## src/rtl/motion_bbox_pkg.sv

```systemverilog
// Shared definitions for the motion_bbox block: datapath widths, the empty
// bounding-box sentinel, the output FSM state encoding and the result record.
// Optional centroid build: MOTION_BBOX_CENTROID_EN.
package motion_pkg;

  localparam int COORD_W = 11;
  localparam int CNT_W   = 19;
  localparam int SUM_W   = 28;

  // Accumulator min registers start here so the first foreground pixel wins.
  localparam logic [COORD_W-1:0] COORD_EMPTY = 11'h7FF;

  typedef enum logic [1:0] {
    ST_EMPTY = 2'd0,
    ST_CALC  = 2'd1,
    ST_FULL  = 2'd2
  } bbox_state_t;

  typedef struct packed {
    logic               present;
    logic [COORD_W-1:0] x_min;
    logic [COORD_W-1:0] x_max;
    logic [COORD_W-1:0] y_min;
    logic [COORD_W-1:0] y_max;
    logic [CNT_W-1:0]   pix_cnt;
  } bbox_res_t;

endpackage

```

## src/rtl/motion_bbox_if.sv

```systemverilog
// Result channel from motion_bbox toward the host/UART reporting stage.
// Handshake: the master raises bb_valid when a frame result is held and keeps
// the payload stable until a rising clock edge sees bb_valid & bb_ready (the
// transfer); the only exception is an overrun, where a newer frame result
// replaces the held one and bb_valid stays high.
// Optional centroid fields cx/cy exist only with MOTION_BBOX_CENTROID_EN.
interface motion_bbox_if;
  import motion_pkg::*;

  logic               bb_valid;
  logic               bb_ready;
  logic               present;
  logic [COORD_W-1:0] x_min;
  logic [COORD_W-1:0] x_max;
  logic [COORD_W-1:0] y_min;
  logic [COORD_W-1:0] y_max;
  logic [CNT_W-1:0]   pix_cnt;
  logic               overrun;
`ifdef MOTION_BBOX_CENTROID_EN
  logic [COORD_W-1:0] cx;
  logic [COORD_W-1:0] cy;
`endif

  modport master (
    output bb_valid, present, x_min, x_max, y_min, y_max, pix_cnt, overrun,
`ifdef MOTION_BBOX_CENTROID_EN
    output cx, cy,
`endif
    input  bb_ready
  );

  modport slave (
    input  bb_valid, present, x_min, x_max, y_min, y_max, pix_cnt, overrun,
`ifdef MOTION_BBOX_CENTROID_EN
    input  cx, cy,
`endif
    output bb_ready
  );

endinterface

```

## src/rtl/motion_bbox_seq_divider.sv

```systemverilog
// Unsigned restoring divider, one quotient bit per cycle (N_W cycles after
// start). start loads the operands; done pulses for one cycle together with a
// valid quotient. The caller guarantees a non-zero divisor.
module seq_divider #(
  parameter int N_W = 28,
  parameter int D_W = 19
) (
  input  logic           clk,
  input  logic           rst_n,
  input  logic           start,
  input  logic [N_W-1:0] dividend,
  input  logic [D_W-1:0] divisor,
  output logic           done,
  output logic [N_W-1:0] quotient
);

  localparam int CW = $clog2(N_W);

  logic [D_W-1:0] rem;
  logic [N_W-1:0] quo;
  logic [D_W-1:0] dvs;
  logic [CW-1:0]  bit_cnt;
  logic           busy;
  logic [D_W:0]   rem_sh;
  logic           ge;

  // Partial remainder shifted left by one with the next dividend bit.
  assign rem_sh = {rem, quo[N_W-1]};
  assign ge     = rem_sh >= {1'b0, dvs};

  // Load on start, then one restoring step per cycle until the last bit.
  always_ff @(posedge clk or negedge rst_n) begin
    if (!rst_n) begin
      rem     <= '0;
      quo     <= '0;
      dvs     <= '0;
      bit_cnt <= '0;
      busy    <= 1'b0;
      done    <= 1'b0;
    end else if (start) begin
      rem     <= '0;
      quo     <= dividend;
      dvs     <= divisor;
      bit_cnt <= CW'(N_W - 1);
      busy    <= 1'b1;
      done    <= 1'b0;
    end else if (busy) begin
      rem <= ge ? D_W'(rem_sh - {1'b0, dvs}) : rem_sh[D_W-1:0];
      quo <= {quo[N_W-2:0], ge};
      if (bit_cnt == '0) begin
        busy <= 1'b0;
        done <= 1'b1;
      end else begin
        bit_cnt <= bit_cnt - CW'(1);
      end
    end else begin
      done <= 1'b0;
    end
  end

  assign quotient = quo;

endmodule

```

## src/rtl/motion_bbox.sv

```systemverilog
// Per-frame bounding box and pixel count of eroded foreground pixels. The
// eroder output trails the raster counters by PIX_H_LAG columns and PIX_V_LAG
// lines; this block undoes that lag so results are in image coordinates.
// A finished frame is held in a result register behind a valid/ready channel.
// Optional centroid (cx, cy via two sequential dividers): MOTION_BBOX_CENTROID_EN.
module motion_bbox
  import motion_pkg::*;
#(
  parameter int H_IMG_RES = 640,
  parameter int V_IMG_RES = 480,
  parameter int PIX_H_LAG = 2,
  parameter int PIX_V_LAG = 3,
  parameter int MIN_PIX   = 16
) (
  input  logic               clk,
  input  logic               rst_n,
  input  logic [COORD_W-1:0] hpos,
  input  logic [COORD_W-1:0] vpos,
  input  logic               in_pix,
  motion_bbox_if.master      bb,
  output bbox_state_t        fsm_state
);

  localparam int LW = COORD_W + 2;
  localparam logic signed [LW-1:0] H_RES_S = LW'(H_IMG_RES);
  localparam logic signed [LW-1:0] V_RES_S = LW'(V_IMG_RES);
  localparam logic signed [LW-1:0] H_LAG_S = LW'(PIX_H_LAG);
  localparam logic signed [LW-1:0] V_LAG_S = LW'(PIX_V_LAG);
  localparam logic signed [LW-1:0] ONE_S   = LW'(1);

  logic signed [LW-1:0] x_s, y_s;
  logic [COORD_W-1:0]   x, y;
  logic                 col_wrap, in_img, hit, frame_end;

  logic [CNT_W-1:0]   cnt, cnt_nxt;
  logic [COORD_W-1:0] xmin, xmax, ymin, ymax;
  logic [COORD_W-1:0] xmin_nxt, xmax_nxt, ymin_nxt, ymax_nxt;
  logic               present_nxt;
  bbox_res_t          res_nxt, result;

  bbox_state_t state;
  logic        valid, overrun;

  // Map the lagged raster position back to the image position of in_pix.
  always_comb begin
    x_s      = $signed({2'b00, hpos}) - H_LAG_S;
    col_wrap = x_s < 0;
    if (col_wrap) x_s = x_s + H_RES_S;
    y_s = $signed({2'b00, vpos}) - V_LAG_S - (col_wrap ? ONE_S : '0);
    if (y_s < 0) y_s = y_s + V_RES_S;
    in_img    = (x_s >= 0) && (x_s < H_RES_S) && (y_s >= 0) && (y_s < V_RES_S);
    x         = x_s[COORD_W-1:0];
    y         = y_s[COORD_W-1:0];
    hit       = in_pix && in_img;
    frame_end = (x_s == H_RES_S - ONE_S) && (y_s == V_RES_S - ONE_S);
  end

  // Accumulator values including the current pixel; also the frame result.
  always_comb begin
    cnt_nxt  = cnt;
    xmin_nxt = xmin;
    xmax_nxt = xmax;
    ymin_nxt = ymin;
    ymax_nxt = ymax;
    if (hit) begin
      cnt_nxt = cnt + CNT_W'(1);
      if (x < xmin) xmin_nxt = x;
      if (x > xmax) xmax_nxt = x;
      if (y < ymin) ymin_nxt = y;
      if (y > ymax) ymax_nxt = y;
    end
    // A zero count never reports, whatever MIN_PIX is.
    present_nxt     = (cnt_nxt >= CNT_W'(MIN_PIX)) && (cnt_nxt != '0);
    res_nxt.present = present_nxt;
    res_nxt.x_min   = present_nxt ? xmin_nxt : '0;
    res_nxt.x_max   = present_nxt ? xmax_nxt : '0;
    res_nxt.y_min   = present_nxt ? ymin_nxt : '0;
    res_nxt.y_max   = present_nxt ? ymax_nxt : '0;
    res_nxt.pix_cnt = cnt_nxt;
  end

  // Frame accumulators; the frame-end pixel is folded into res_nxt, so the
  // registers go straight back to the empty state on that cycle.
  always_ff @(posedge clk or negedge rst_n) begin
    if (!rst_n) begin
      cnt  <= '0;
      xmin <= COORD_EMPTY;
      xmax <= '0;
      ymin <= COORD_EMPTY;
      ymax <= '0;
    end else if (frame_end) begin
      cnt  <= '0;
      xmin <= COORD_EMPTY;
      xmax <= '0;
      ymin <= COORD_EMPTY;
      ymax <= '0;
    end else begin
      cnt  <= cnt_nxt;
      xmin <= xmin_nxt;
      xmax <= xmax_nxt;
      ymin <= ymin_nxt;
      ymax <= ymax_nxt;
    end
  end

`ifdef MOTION_BBOX_CENTROID_EN
  logic [SUM_W-1:0]   sum_x, sum_y, sum_x_nxt, sum_y_nxt;
  logic [SUM_W-1:0]   quo_x, quo_y;
  logic [CNT_W-1:0]   div_dvs;
  logic               div_start, done_x, done_y, div_done;
  logic               handshake;
  bbox_res_t          pend;
  logic [COORD_W-1:0] cx, cy;

  assign sum_x_nxt = sum_x + (hit ? SUM_W'(x) : '0);
  assign sum_y_nxt = sum_y + (hit ? SUM_W'(y) : '0);
  // A non-reporting frame divides by 1 so latency stays fixed and never /0.
  assign div_dvs   = present_nxt ? cnt_nxt : CNT_W'(1);
  assign div_start = frame_end && (state != ST_CALC);
  assign div_done  = done_x & done_y;
  assign handshake = valid & bb.bb_ready;

  // Coordinate sums for the centroid, cleared with the other accumulators.
  always_ff @(posedge clk or negedge rst_n) begin
    if (!rst_n) begin
      sum_x <= '0;
      sum_y <= '0;
    end else if (frame_end) begin
      sum_x <= '0;
      sum_y <= '0;
    end else begin
      sum_x <= sum_x_nxt;
      sum_y <= sum_y_nxt;
    end
  end

  seq_divider #(.N_W(SUM_W), .D_W(CNT_W)) u_div_x (
    .clk(clk), .rst_n(rst_n), .start(div_start), .dividend(sum_x_nxt),
    .divisor(div_dvs), .done(done_x), .quotient(quo_x)
  );

  seq_divider #(.N_W(SUM_W), .D_W(CNT_W)) u_div_y (
    .clk(clk), .rst_n(rst_n), .start(div_start), .dividend(sum_y_nxt),
    .divisor(div_dvs), .done(done_y), .quotient(quo_y)
  );

  assign bb.cx = cx;
  assign bb.cy = cy;
`endif

  // Output FSM: result register, valid/ready handshake and overrun tracking.
  always_ff @(posedge clk or negedge rst_n) begin
    if (!rst_n) begin
      state   <= ST_EMPTY;
      valid   <= 1'b0;
      overrun <= 1'b0;
      result  <= '0;
`ifdef MOTION_BBOX_CENTROID_EN
      pend    <= '0;
      cx      <= '0;
      cy      <= '0;
`endif
    end else begin
      case (state)
        ST_EMPTY: begin
          if (frame_end) begin
`ifdef MOTION_BBOX_CENTROID_EN
            pend  <= res_nxt;
            state <= ST_CALC;
`else
            result <= res_nxt;
            valid  <= 1'b1;
            state  <= ST_FULL;
`endif
          end
        end
`ifdef MOTION_BBOX_CENTROID_EN
        // The previous result may still be held here; the new one replaces it
        // only when the quotients are ready.
        ST_CALC: begin
          if (div_done) begin
            result  <= pend;
            cx      <= pend.present ? COORD_W'(quo_x) : '0;
            cy      <= pend.present ? COORD_W'(quo_y) : '0;
            valid   <= 1'b1;
            overrun <= valid & ~bb.bb_ready;
            state   <= ST_FULL;
          end else if (handshake) begin
            valid   <= 1'b0;
            overrun <= 1'b0;
          end
        end
`endif
        ST_FULL: begin
          if (frame_end) begin
`ifdef MOTION_BBOX_CENTROID_EN
            pend  <= res_nxt;
            state <= ST_CALC;
            if (bb.bb_ready) begin
              valid   <= 1'b0;
              overrun <= 1'b0;
            end
`else
            // Overwrite; a same-cycle handshake took the old result cleanly.
            result  <= res_nxt;
            overrun <= ~bb.bb_ready;
`endif
          end else if (bb.bb_ready) begin
            valid   <= 1'b0;
            overrun <= 1'b0;
            state   <= ST_EMPTY;
          end
        end
        default: state <= ST_EMPTY;
      endcase
    end
  end

  assign bb.bb_valid = valid;
  assign bb.overrun  = overrun;
  assign bb.present  = result.present;
  assign bb.x_min    = result.x_min;
  assign bb.x_max    = result.x_max;
  assign bb.y_min    = result.y_min;
  assign bb.y_max    = result.y_max;
  assign bb.pix_cnt  = result.pix_cnt;
  assign fsm_state   = state;

endmodule

```

## src/flat_wrapper.sv

```systemverilog
// flat-port wrapper written by rule: the top's interface ports become plain ports
module motion_bbox_flat import motion_pkg::*;
#(
  parameter int H_IMG_RES = 640,
  parameter int V_IMG_RES = 480,
  parameter int PIX_H_LAG = 2,
  parameter int PIX_V_LAG = 3,
  parameter int MIN_PIX   = 16
)
  (clk, rst_n, hpos, vpos, in_pix, fsm_state, bb_bb_valid, bb_present, bb_x_min, bb_x_max, bb_y_min, bb_y_max, bb_pix_cnt, bb_overrun, bb_bb_ready);
  motion_bbox_if bb_i ();
  input  logic clk;
  input  logic rst_n;
  input  logic [COORD_W-1:0] hpos;
  input  logic [COORD_W-1:0] vpos;
  input  logic in_pix;
  output bbox_state_t fsm_state;
  output wire logic [$bits(bb_i.bb_valid)-1:0] bb_bb_valid;
  output wire logic [$bits(bb_i.present)-1:0] bb_present;
  output wire logic [$bits(bb_i.x_min)-1:0] bb_x_min;
  output wire logic [$bits(bb_i.x_max)-1:0] bb_x_max;
  output wire logic [$bits(bb_i.y_min)-1:0] bb_y_min;
  output wire logic [$bits(bb_i.y_max)-1:0] bb_y_max;
  output wire logic [$bits(bb_i.pix_cnt)-1:0] bb_pix_cnt;
  output wire logic [$bits(bb_i.overrun)-1:0] bb_overrun;
  input wire logic [$bits(bb_i.bb_ready)-1:0] bb_bb_ready;
  assign bb_bb_valid = bb_i.bb_valid;
  assign bb_present = bb_i.present;
  assign bb_x_min = bb_i.x_min;
  assign bb_x_max = bb_i.x_max;
  assign bb_y_min = bb_i.y_min;
  assign bb_y_max = bb_i.y_max;
  assign bb_pix_cnt = bb_i.pix_cnt;
  assign bb_overrun = bb_i.overrun;
  assign bb_i.bb_ready = bb_bb_ready;
  motion_bbox #(.H_IMG_RES(H_IMG_RES), .V_IMG_RES(V_IMG_RES), .PIX_H_LAG(PIX_H_LAG), .PIX_V_LAG(PIX_V_LAG), .MIN_PIX(MIN_PIX)) u_core (.clk(clk), .rst_n(rst_n), .hpos(hpos), .vpos(vpos), .in_pix(in_pix), .bb(bb_i), .fsm_state(fsm_state));
endmodule
```

## config.mk

```make
export PLATFORM = sky130hd
export DESIGN_NAME = motion_bbox_flat
export DESIGN_NICKNAME = d
export VERILOG_FILES = /design/src/rtl/motion_bbox_pkg.sv /design/src/rtl/motion_bbox_if.sv /design/src/rtl/motion_bbox_seq_divider.sv /design/src/rtl/motion_bbox.sv /design/src/flat_wrapper.sv
export SDC_FILE = /design/constraint.sdc
export NUM_CORES = 1
export LEC_CHECK = 0
export ABC_AREA = 1
export CORE_MARGIN = 2
export CORE_UTILIZATION = 60
export DETAILED_ROUTE_END_ITERATION = 16
export PLACE_DENSITY = 0.85
export SLEW_MARGIN = 25
export SYNTH_ARGS = -nofsm -noshare
export SYNTH_HDL_FRONTEND = slang
export SYNTH_SLANG_ARGS = --single-unit
```

## constraint.sdc

```tcl
create_clock -name clk -period 5.5 [get_ports clk]
set_clock_uncertainty 0.05 [all_clocks]
set_input_delay 1.1 -clock clk [delete_from_list [all_inputs] [get_ports clk]]
set_output_delay 1.1 -clock clk [all_outputs]
set_load 0.05 [all_outputs]
```

Word level (Yosys, flattened, before mapping)
Index checks and enable logic that the tools add are counted.
{"block": "totals", "register_bits": 131}
{"block": "classes", "addsub": 6, "n_lt_le_gt_ge": 11, "eq_ne": 6, "mux": 30, "n_bitwise": 1, "reduce_logical": 15}
{"operator": "11-bit two-way mux", "count": 16}
{"operator": "19-bit two-way mux", "count": 2}
{"operator": "13-bit by 1-bit greater-or-equal comparator with 1-bit output (second input constant)", "count": 2}
{"operator": "13-bit two-way mux", "count": 2}
{"operator": "11-bit by 2-bit subtractor with 12-bit output (second input constant)", "count": 2}
{"operator": "11-bit greater-than comparator", "count": 2}
{"operator": "11-bit < comparator", "count": 2}
{"operator": "19-bit by 1-bit adder with 19-bit output (second input constant)", "count": 1}
{"operator": "19-bit by 5-bit greater-or-equal comparator with 1-bit output (second input constant)", "count": 1}
{"operator": "19-bit nonzero test", "count": 1}
{"operator": "12-bit by 11-bit adder with 13-bit output (second input constant)", "count": 1}
{"operator": "13-bit by 10-bit adder with 13-bit output (second input constant)", "count": 1}
{"operator": "13-bit by 10-bit == test with 1-bit output (second input constant)", "count": 1}
{"operator": "13-bit by 11-bit == test with 1-bit output (second input constant)", "count": 1}
{"operator": "13-bit by 1-bit < comparator with 1-bit output (second input constant)", "count": 1}
{"operator": "13-bit by 10-bit < comparator with 1-bit output (second input constant)", "count": 1}
{"operator": "13-bit by 11-bit < comparator with 1-bit output (second input constant)", "count": 1}
{"operator": "12-bit by 2-bit subtractor with 13-bit output", "count": 1}
{"operator": "12-bit by 1-bit < comparator with 1-bit output (second input constant)", "count": 1}
{"operator": "1-bit logical AND", "count": 6}
{"operator": "2-bit two-way mux", "count": 3}
{"operator": "1-bit two-way mux", "count": 5}
{"operator": "2-bit != test (second input constant)", "count": 2}
{"operator": "2-bit case mux with 2 select lines", "count": 1}
{"operator": "other kinds (10)", "count": 12}

Logic depth before layout (Yosys ltp)
Gate-level depths: netlist (run 1).
{"block": "depth", "ltp_word": 14, "mapped_depth": 32}

Worst setup path before layout (run 1)
No wires, ideal clock.
{"block": "synth_path", "kind": "input to register", "startpoint": "in hpos[1]", "endpoint": "reg u_core.result (netlist bit u_core.bb.y_max[4])", "t_arrival_ns": 4.692, "required_time_ns": 5.332, "slack_ns": 0.640, "stages": 31, "n_path_buf": 1, "cell_sequence": "inv_1 > ha_1 > nand2_1 > nor2_2 > nand4_1 > nor2_1 > ha_1 > ha_1 > nand2_1 > nor2_4 > nand3_2 > xor2_1 > ha_1 > nand2_1 > nand2_1 > inv_1 > ha_1 > nand2_1 > o21ai_0 > nand3_1 > nand2_1 > nand3_1 > nand2_1 > nand2_1 > nor2_1 > buf_2 > nand2_1 > o21ai_0 > inv_1 > nand3_1 > nand2_1"}
{"block": "synth_via", "elab_chain_cells": 14}
{"element": "from (decl)", "line": "flat_wrapper.sv:14", "rtl": "input logic [COORD_W-1:0] hpos;"}
{"element": "11-bit by 2-bit subtractor with 12-bit output (*)", "line": "motion_bbox.sv:46", "rtl": "x_s = $signed({2'b00, hpos}) - H_LAG_S;"}
{"element": "12-bit by 1-bit < comparator with 1-bit output", "line": "motion_bbox.sv:47", "rtl": "col_wrap = x_s < 0;"}
{"element": "1-bit two-way mux", "line": "motion_bbox.sv:49", "rtl": "y_s = $signed({2'b00, vpos}) - V_LAG_S - (col_wrap ? ONE_S : '0);"}
{"element": "12-bit by 2-bit subtractor with 13-bit output", "line": "motion_bbox.sv:49"}
{"element": "13-bit by 10-bit adder with 13-bit output or 13-bit by 1-bit < comparator with 1-bit output (tied branches)", "line": "motion_bbox.sv:50", "rtl": "if (y_s < 0) y_s = y_s + V_RES_S;"}
{"element": "13-bit two-way mux", "line": "motion_bbox.sv:50"}
{"element": "13-bit by 1-bit greater-or-equal comparator with 1-bit output", "line": "motion_bbox.sv:51", "rtl": "in_img = (x_s >= 0) && (x_s < H_RES_S) && (y_s >= 0) && (y_s < V_RES_S);"}
{"element": "1-bit logical AND (2 in a row)", "line": "motion_bbox.sv:51"}
{"element": "1-bit logical AND", "line": "motion_bbox.sv:54", "rtl": "hit = in_pix && in_img;"}
{"element": "19-bit two-way mux", "line": "motion_bbox.sv:65", "rtl": "if (hit) begin"}
{"element": "19-bit by 5-bit greater-or-equal comparator with 1-bit output or 19-bit nonzero test (tied branches)", "line": "motion_bbox.sv:73", "rtl": "present_nxt = (cnt_nxt >= CNT_W'(MIN_PIX)) && (cnt_nxt != '0);"}
{"element": "1-bit logical AND", "line": "motion_bbox.sv:73"}
{"element": "11-bit two-way mux", "line": "motion_bbox.sv:78", "rtl": "res_nxt.y_max = present_nxt ? ymax_nxt : '0;"}
{"element": "to (signal assigned)", "line": "motion_bbox.sv:171", "rtl": "result <= res_nxt;"}
{"element": "to (signal assigned)", "line": "motion_bbox.sv:205", "rtl": "result <= res_nxt;"}
{"element": "to (decl)", "line": "motion_bbox.sv:39", "rtl": "bbox_res_t res_nxt, result;"}
Every way passes the cells marked *; elsewhere a longest branch is shown, timed or not.
A chain may end at the register's enable or synchronous reset.

Worst setup path in the final report (run 1)
Ends and elaborated chain as after synthesis.

==> results of run 1 <==
area by class of cell:
cell class,instances,area (sq um)
Clock buffer,24,482
Multi-Input combinational cell,780,4070
Tap cell,176,220
Clock inverter,8,103
Fill cell,991,3260
Inverter,160,601
Sequential cell,129,3260
Timing Repair Buffer,122,1190
layer usage:
layer	vias to the layer above	part of all wire	track usage
li1	3696	-	-
met1	3476	0.44	0.375
met2	193	0.49	0.501
met3	29	0.055	0.0727
met4	0	0.015	0.0846
met5	-	0	0
layout by cell type, fill, tap and decap left out, types with 9 or more instances in the layout:
cell type	netlist	routed
sky130_fd_sc_hd__dfrtp_1	107	107
sky130_fd_sc_hd__nand3_2	11	11
sky130_fd_sc_hd__ha_1	49	49
sky130_fd_sc_hd__inv_2	9	9
sky130_fd_sc_hd__clkbuf_16	0	17
sky130_fd_sc_hd__buf_4	3	25
sky130_fd_sc_hd__nor3_1	15	15
sky130_fd_sc_hd__clkdlybuf4s50_1	0	91
sky130_fd_sc_hd__nand3_1	92	91
sky130_fd_sc_hd__inv_1	151	151
sky130_fd_sc_hd__xor2_1	14	14
sky130_fd_sc_hd__nor2_2	13	16
sky130_fd_sc_hd__nand2_2	7	9
sky130_fd_sc_hd__xnor2_1	10	10
sky130_fd_sc_hd__nor2_1	100	97
sky130_fd_sc_hd__nand2_1	329	327
sky130_fd_sc_hd__o21ai_1	6	12
sky130_fd_sc_hd__o21ai_0	69	62
sky130_fd_sc_hd__nand4_1	19	19
sky130_fd_sc_hd__a21oi_1	22	22
sky130_fd_sc_hd__dfstp_2	22	22
metrics by stage:
| step | cell area, sq um | TNS (ns) | power (uW) |
|---|---|---|---|
| finish | 9930 | 0 | 3330 |
| global route | 9930 | -0.0129 | 3560 |
| CTS | 9890 | 0 | 3330 |
| detailed placement | 9310 | -0.0917 | 2190 |
| global placement | 9310 | 0 | 2160 |
| floorplan | 8080 | 0 | 1930 |
path summary, 6_finish.rpt:
check,start,to,slack (ns),cells past startpoint
min reg2reg,u_core.bb.y_min[7],u_core.bb.y_min[7],0.43,2
min in group asynchronous,rst_n,u_core.bb.overrun,0.59,1
max in group asynchronous,rst_n,u_core.bb.pix_cnt[16],3.73,2
max,hpos[1],u_core.bb.y_max[4],0.46,32
max reg2reg,u_core.cnt[2],u_core.bb.y_max[4],2.66,15
min,u_core.bb.y_min[7],u_core.bb.y_min[7],0.43,2
worst max-delay path, delay by kind of cell:
kind	cells	cell delay, ns
buffers and inverters	5	0.96
adder cells (fa/ha/maj)	4	0.73
AND/OR/NAND/NOR	22	2.28
XOR/XNOR	1	0.18
power by group through the flow:
stage | combinational [uW] | clock (uW) | sequential [uW]
floorplan | 702 | 0 | 1230
global placement | 910 | 0 | 1250
detailed placement | 936 | 0 | 1260
CTS | 959 | 1120 | 1250
global route | 1130 | 1160 | 1270
finish | 967 | 1110 | 1250
cell families (layout without fill, tap and decap cells):
family / count (synthesis) / count (layout) / synth area share
flip-flops: 129 / 129 / 0.403
AND/OR/NAND/NOR: 602 / 602 / 0.328
buffers and inverters: 196 / 314 / 0.0980
AO/OA/AOI/OAI: 102 / 102 / 0.0652
adder cells (fa/ha/maj): 49 / 49 / 0.0759
other: 1 / 1 / 0.000464
XOR/XNOR: 26 / 26 / 0.0300
timing repair:
action | CTS | global route
setup buffers | 0 | 0
setup endpoints to repair | 0 | 48
resized for setup | 0 | 15
==> flow_summary.yaml, run 1 <==
global_routing:
  antenna_found_initial: 0
  overflow: 0
  number_of_global_route_vias_before_repair: 7236
  maximum_number_of_pins_on_one_net_before_global_route_repair: 57
  track_usage: 0.295
  grt_first_pass_wirelength_um: 33800
placement:
  dp_cells: 1366
  dpl_worst_slack_ns: -0.0673
  hpwlAfterDp_um: 14400
  io_buffer_count: 92
  place.gp.congestion: 0.965
timing:
  worst_hold_slack_ns: 0.428
  period_needed_ns: 5.04
  maxClockFrequency_mhz: 198
  finalHoldViolations: 0
  relSlewSlack: 0.538
  setup_ws_final_ns: 0.459
  timing.final.setup_violations: 0
  worst-slew-pin-transition_ns: 0.694
  finalCritPeriodShare: 0.917
  slew_viol_final: 0
power_and_ir_drop:
  peak_supply_drop_uv: 314
  cellInternalPower_uw: 2220
  pwr_density_cell_nw_per_um2: 335
  p_comb_frac: 0.290
  power_switching_uw: 1110
  part_of_the_power_in_registers: 0.376
  p_clk_frac: 0.333
  power_switching_share: 0.333
  static-leakage-power_uw: 0.00506
die:
  floorplan.initialDensity: 0.613
  die-height_um: 120
  die_area_sq_um: 14400
  coreArea_sq_um: 13200
  die_w_um: 120
  io_pins: 94
  core.rowCount: 42
logic_synthesis:
  netlist-cell-type-count: 35
  post_synth_inst_count: 1105
  synth.yosys.warnings: 0
  synth_area_leaders: "sky130_fd_sc_hd__dfrtp_1 33%, sky130_fd_sc_hd__nand2_1 15%, sky130_fd_sc_hd__ha_1 7.6%, sky130_fd_sc_hd__dfstp_2 7.2%, sky130_fd_sc_hd__inv_1 7.0%"
  yosysTopAreaCellShare: 0.331
  synth.most_common_cell: "sky130_fd_sc_hd__nand2_1"
  synth-edff-count: 0
  synth_common_cells: "329 x sky130_fd_sc_hd__nand2_1, 151 x sky130_fd_sc_hd__inv_1, 107 x sky130_fd_sc_hd__dfrtp_1, 100 x sky130_fd_sc_hd__nor2_1, 92 x sky130_fd_sc_hd__nand3_1"
  synth_ff_type: "sky130_fd_sc_hd__dfrtp_1"
  syn_nets: 1180
  synth-seq-area-share: 0.403
  ys_async_sr_fraction: 1.00
  ys_ff_latch: 129
  area_of_the_mapped_netlist_sq_um: 8080
  postSynthAreaPerCell_sq_um: 7.31
  netlist.top_cell.by_area: "sky130_fd_sc_hd__dfrtp_1"
detailed_routing:
  first_iter_violations: 536
  detail_route.drc_violations: 0
  num_vias: 7394
  ant_nets: 0
  drt_first_pass_iters: 5
  routed_wire_length_per_instance_um: 14.3
  postRouteWirelength_um: 19900
  route.detailed.vias_per_inst: 5.29
clock_network:
  worst_skew_pair.late_latency_ns: 0.42
  cts.reportedPaths.clkPinSlew_ns: 0.05
  largest_buffer_count_on_any_clock_path: 2
  ctsHoldBuffers: 0
  clock_tree.root_cell: "sky130_fd_sc_hd__clkbuf_16"
  tritoncts.num_buffers: 17
  clock_tree.htree_level_count: 4
  clock_tree_from_tritoncts: "done"
  numClockSinks: 129
cells_and_area:
  final_core_utilization: 0.753
  design.final.nets: 1285
  n_antenna_cell: 0
  layoutNonFillerInstCount: 1399
  drive_gt1_frac: 0.114
  layout-area-overhead-vs-synth_pct: 22.8
worst_setup_path:
  critical_path.most_common_cell: "sky130_fd_sc_hd__nand2_1"
  setup.worst_path.end_class: "flop"
  crit_arrival_ns: 5.30
  path_max_fanout: 18
  critPathMaxStageDelay_ns: 0.42
  setup.worst_path.class: "primary input to flop"
  crit_slowest_cell: "sky130_fd_sc_hd__clkdlybuf4s50_1"
  crit_required_ns: 5.76
  timing.critical_path.from_type: "primary input"
worst_hold_path:
  hold_path_class: "flop to flop"
run:
  drv.max_cap_violation_count: 0
outcome:
  status: "complete, no violations"
(Power assumes the default switching activity.)
==> inputs of run 2 (changes only) <==
--- a/config.mk
+++ b/config.mk
@@ -10,7 +10,7 @@
 export CORE_UTILIZATION = 60
 export DETAILED_ROUTE_END_ITERATION = 16
 export PLACE_DENSITY = 0.85
-export SLEW_MARGIN = 25
+export SLEW_MARGIN = 15
 export SYNTH_ARGS = -nofsm -noshare
 export SYNTH_HDL_FRONTEND = slang
 export SYNTH_SLANG_ARGS = --single-unit
==> results of run 2 <==
Final layout, timing and power as in run 1 (identical DEF).
==> inputs of run 3 (changes only) <==
==> constraint.sdc (replaced) <==
create_clock -name clk -period 6.5 [get_ports clk]
set_clock_uncertainty 0.05 [all_clocks]
set_input_delay 1.3 -clock clk [delete_from_list [all_inputs] [get_ports clk]]
set_output_delay 1.3 -clock clk [all_outputs]
set_load 0.05 [all_outputs]
==> flow_summary.yaml, run 3 (same netlist as run 1, synthesis figures left out) <==
outcome:
  status: "complete, no violations"
placement:
  io_buffer_count: 92
  place.gp.congestion: 0.975
  hpwlAfterDp_um: 13600
  dpl_worst_slack_ns: 0.120
  detailed_place.area_sq_um: 9160
timing:
  maxClockFrequency_mhz: 167
  tns_ns: 0
  finalCritPeriodShare: 0.920
  worst-slew-pin-transition_ns: 0.913
  relSlewSlack: 0.391
  slew_viol_final: 0
  unrepaired_setup_endpoints_after_global_routing: "false"
  period_needed_ns: 5.98
  setup_ws_final_ns: 0.523
  finalHoldViolations: 0
  timing.final.setup_violations: 0
worst_setup_path:
  critPathMaxStageDelay_ns: 0.50
  crit_arrival_ns: 6.23
  timing.critical_path.from_type: "primary input"
  path_max_fanout: 45
  worst_setup_slack_for_register_to_register_paths_ns: 3.74
  setup.worst_path.end_class: "flop"
  setup.worst_path.class: "primary input to flop"
  crit_required_ns: 6.75
  crit_slowest_cell: "sky130_fd_sc_hd__clkdlybuf4s50_1"
  critical_path.most_common_cell: "sky130_fd_sc_hd__nand2_1"
cells_and_area:
  layout.cells.most_common: "sky130_fd_sc_hd__nand2_1"
  sequential_cell_area_in_the_final_layout_sq_um: 3260
  finish.instance_area_sq_um: 9780
  most-common-layout-cells: "329 x sky130_fd_sc_hd__nand2_1, 151 x sky130_fd_sc_hd__inv_1, 107 x sky130_fd_sc_hd__dfrtp_1"
  layout-area-overhead-vs-synth_pct: 21.0
  drive_gt1_frac: 0.0980
  design.final.nets: 1266
  n_antenna_cell: 0
  final_core_utilization: 0.741
  layout.filler_cells: 981
  multiInputGateArea_sq_um: 4070
clock_network:
  numClockSinks: 129
  clock_tree.htree_level_count: 4
  clock_tree_from_tritoncts: "done"
  tritoncts.num_buffers: 17
  clock_tree.root_cell: "sky130_fd_sc_hd__clkbuf_16"
  worst_skew_pair.late_latency_ns: 0.43
  cts.reportedPaths.clkPinSlew_ns: 0.06
  postCtsSetupBuffers: 0
  largest_buffer_count_on_any_clock_path: 2
worst_hold_path:
  hold_path_class: "flop to flop"
global_routing:
  overflow: 0
  number_of_global_route_vias_before_repair: 7312
  antenna_found_initial: 0
  track_usage: 0.293
  grt_first_pass_wirelength_um: 33900
  maximum_number_of_pins_on_one_net_before_global_route_repair: 106
detailed_routing:
  routed_wire_length_per_instance_um: 14.3
  detail_route.drc_violations: 0
  ant_nets: 0
  num_vias: 7406
  route.detailed.vias_per_inst: 5.37
  postRouteWirelength_um: 19800
  first_iter_violations: 605
  drt_first_pass_iters: 6
power_and_ir_drop:
  totalPowerFinal_uw: 2840
  static-leakage-power_uw: 0.00498
  pwr_density_cell_nw_per_um2: 290
  peak_supply_drop_uv: 300
run:
  drv.max_cap_violation_count: 0
die:
  core.rowCount: 42
  die_w_um: 120
  die-height_um: 120
  coreArea_sq_um: 13200
  die_area_sq_um: 14400
  floorplan.initialDensity: 0.613
  io_pins: 94
==> run 3: cell types whose count changed in the layout (fill, tap and decap cells not counted), moves of 2 or more <==
cell,delta
sky130_fd_sc_hd__buf_4,-15
sky130_fd_sc_hd__o21ai_0,+7
sky130_fd_sc_hd__o21ai_1,-6
sky130_fd_sc_hd__clkbuf_1,-4
sky130_fd_sc_hd__nor2_1,+3
sky130_fd_sc_hd__nor2_2,-3
sky130_fd_sc_hd__buf_6,-2
sky130_fd_sc_hd__clkinv_2,+2
sky130_fd_sc_hd__nand2_1,+2
sky130_fd_sc_hd__nand2_2,-2
==> run 3: timing repair <==
action                     4_1_cts  5_1_grt
resized for setup                0        1
setup endpoints to repair        0       11
hold buffers                     0        0
==> run 3: critical path: cells and delay by family <==
kind,cells,cell delay [ns]
XOR/XNOR,1,0.21
adder cells (fa/ha/maj),4,0.80
AND/OR/NAND/NOR,21,2.91
buffers and inverters,5,0.97
==> run 3: final timing paths <==
path,from,endpoint,depth (start not counted)
max in group asynchronous,rst_n,u_core.bb.pix_cnt[14],2
worst min-delay path,u_core.bb.x_max[7],u_core.bb.x_max[7],2
worst max-delay path,hpos[1],u_core.bb.y_max[8],31
worst max register to register,u_core.xmax[2],u_core.bb.x_max[9],16
worst min register to register,u_core.bb.x_max[7],u_core.bb.x_max[7],2
min in group asynchronous,rst_n,u_core.bb.y_max[1],1
==> run 3: layer usage <==
metal  vias to the layer above  GRT usage  share of wire
met5                         -          0              0
met4                         0      0.109          0.027
met3                        54     0.0627          0.062
met2                       251      0.482           0.48
met1                      3444      0.382           0.43
li1                       3657          -              -
==> run 3: report_power, final <==
| group | internal [uW] | leakage (uW) | total [uW] | switching, uW |
|---|---|---|---|---|
| Clock | 623 | 0.000296 | 990 | 368 |
| Sequential | 982 | 0.00167 | 1060 | 74.4 |
| Combinational | 277 | 0.00302 | 793 | 516 |
==> run 3: through the flow <==
| stage | instances | hold slack [ns] |
|---|---|---|
| 3_5_place_dp | 1348 | 0.414 |
| 4_1_cts | 1380 | 0.430 |
| 6_report | 1380 | 0.429 |
| 3_3_place_gp | 1348 | 0.413 |
| 2_1_floorplan | 1105 | 0.448 |
| 5_1_grt | 1380 | 0.447 |
==> run 3: layout make-up <==
| type | instances | area share |
|---|---|---|
| clock inverters | 13 | 0.0162 |
| clock buffers | 19 | 0.0463 |
| multi-input cells | 780 | 0.416 |
| inverters | 160 | 0.0614 |
| flip-flops and latches | 129 | 0.333 |
| well taps | 176 | 0.0225 |
| repair buffers | 103 | 0.105 |
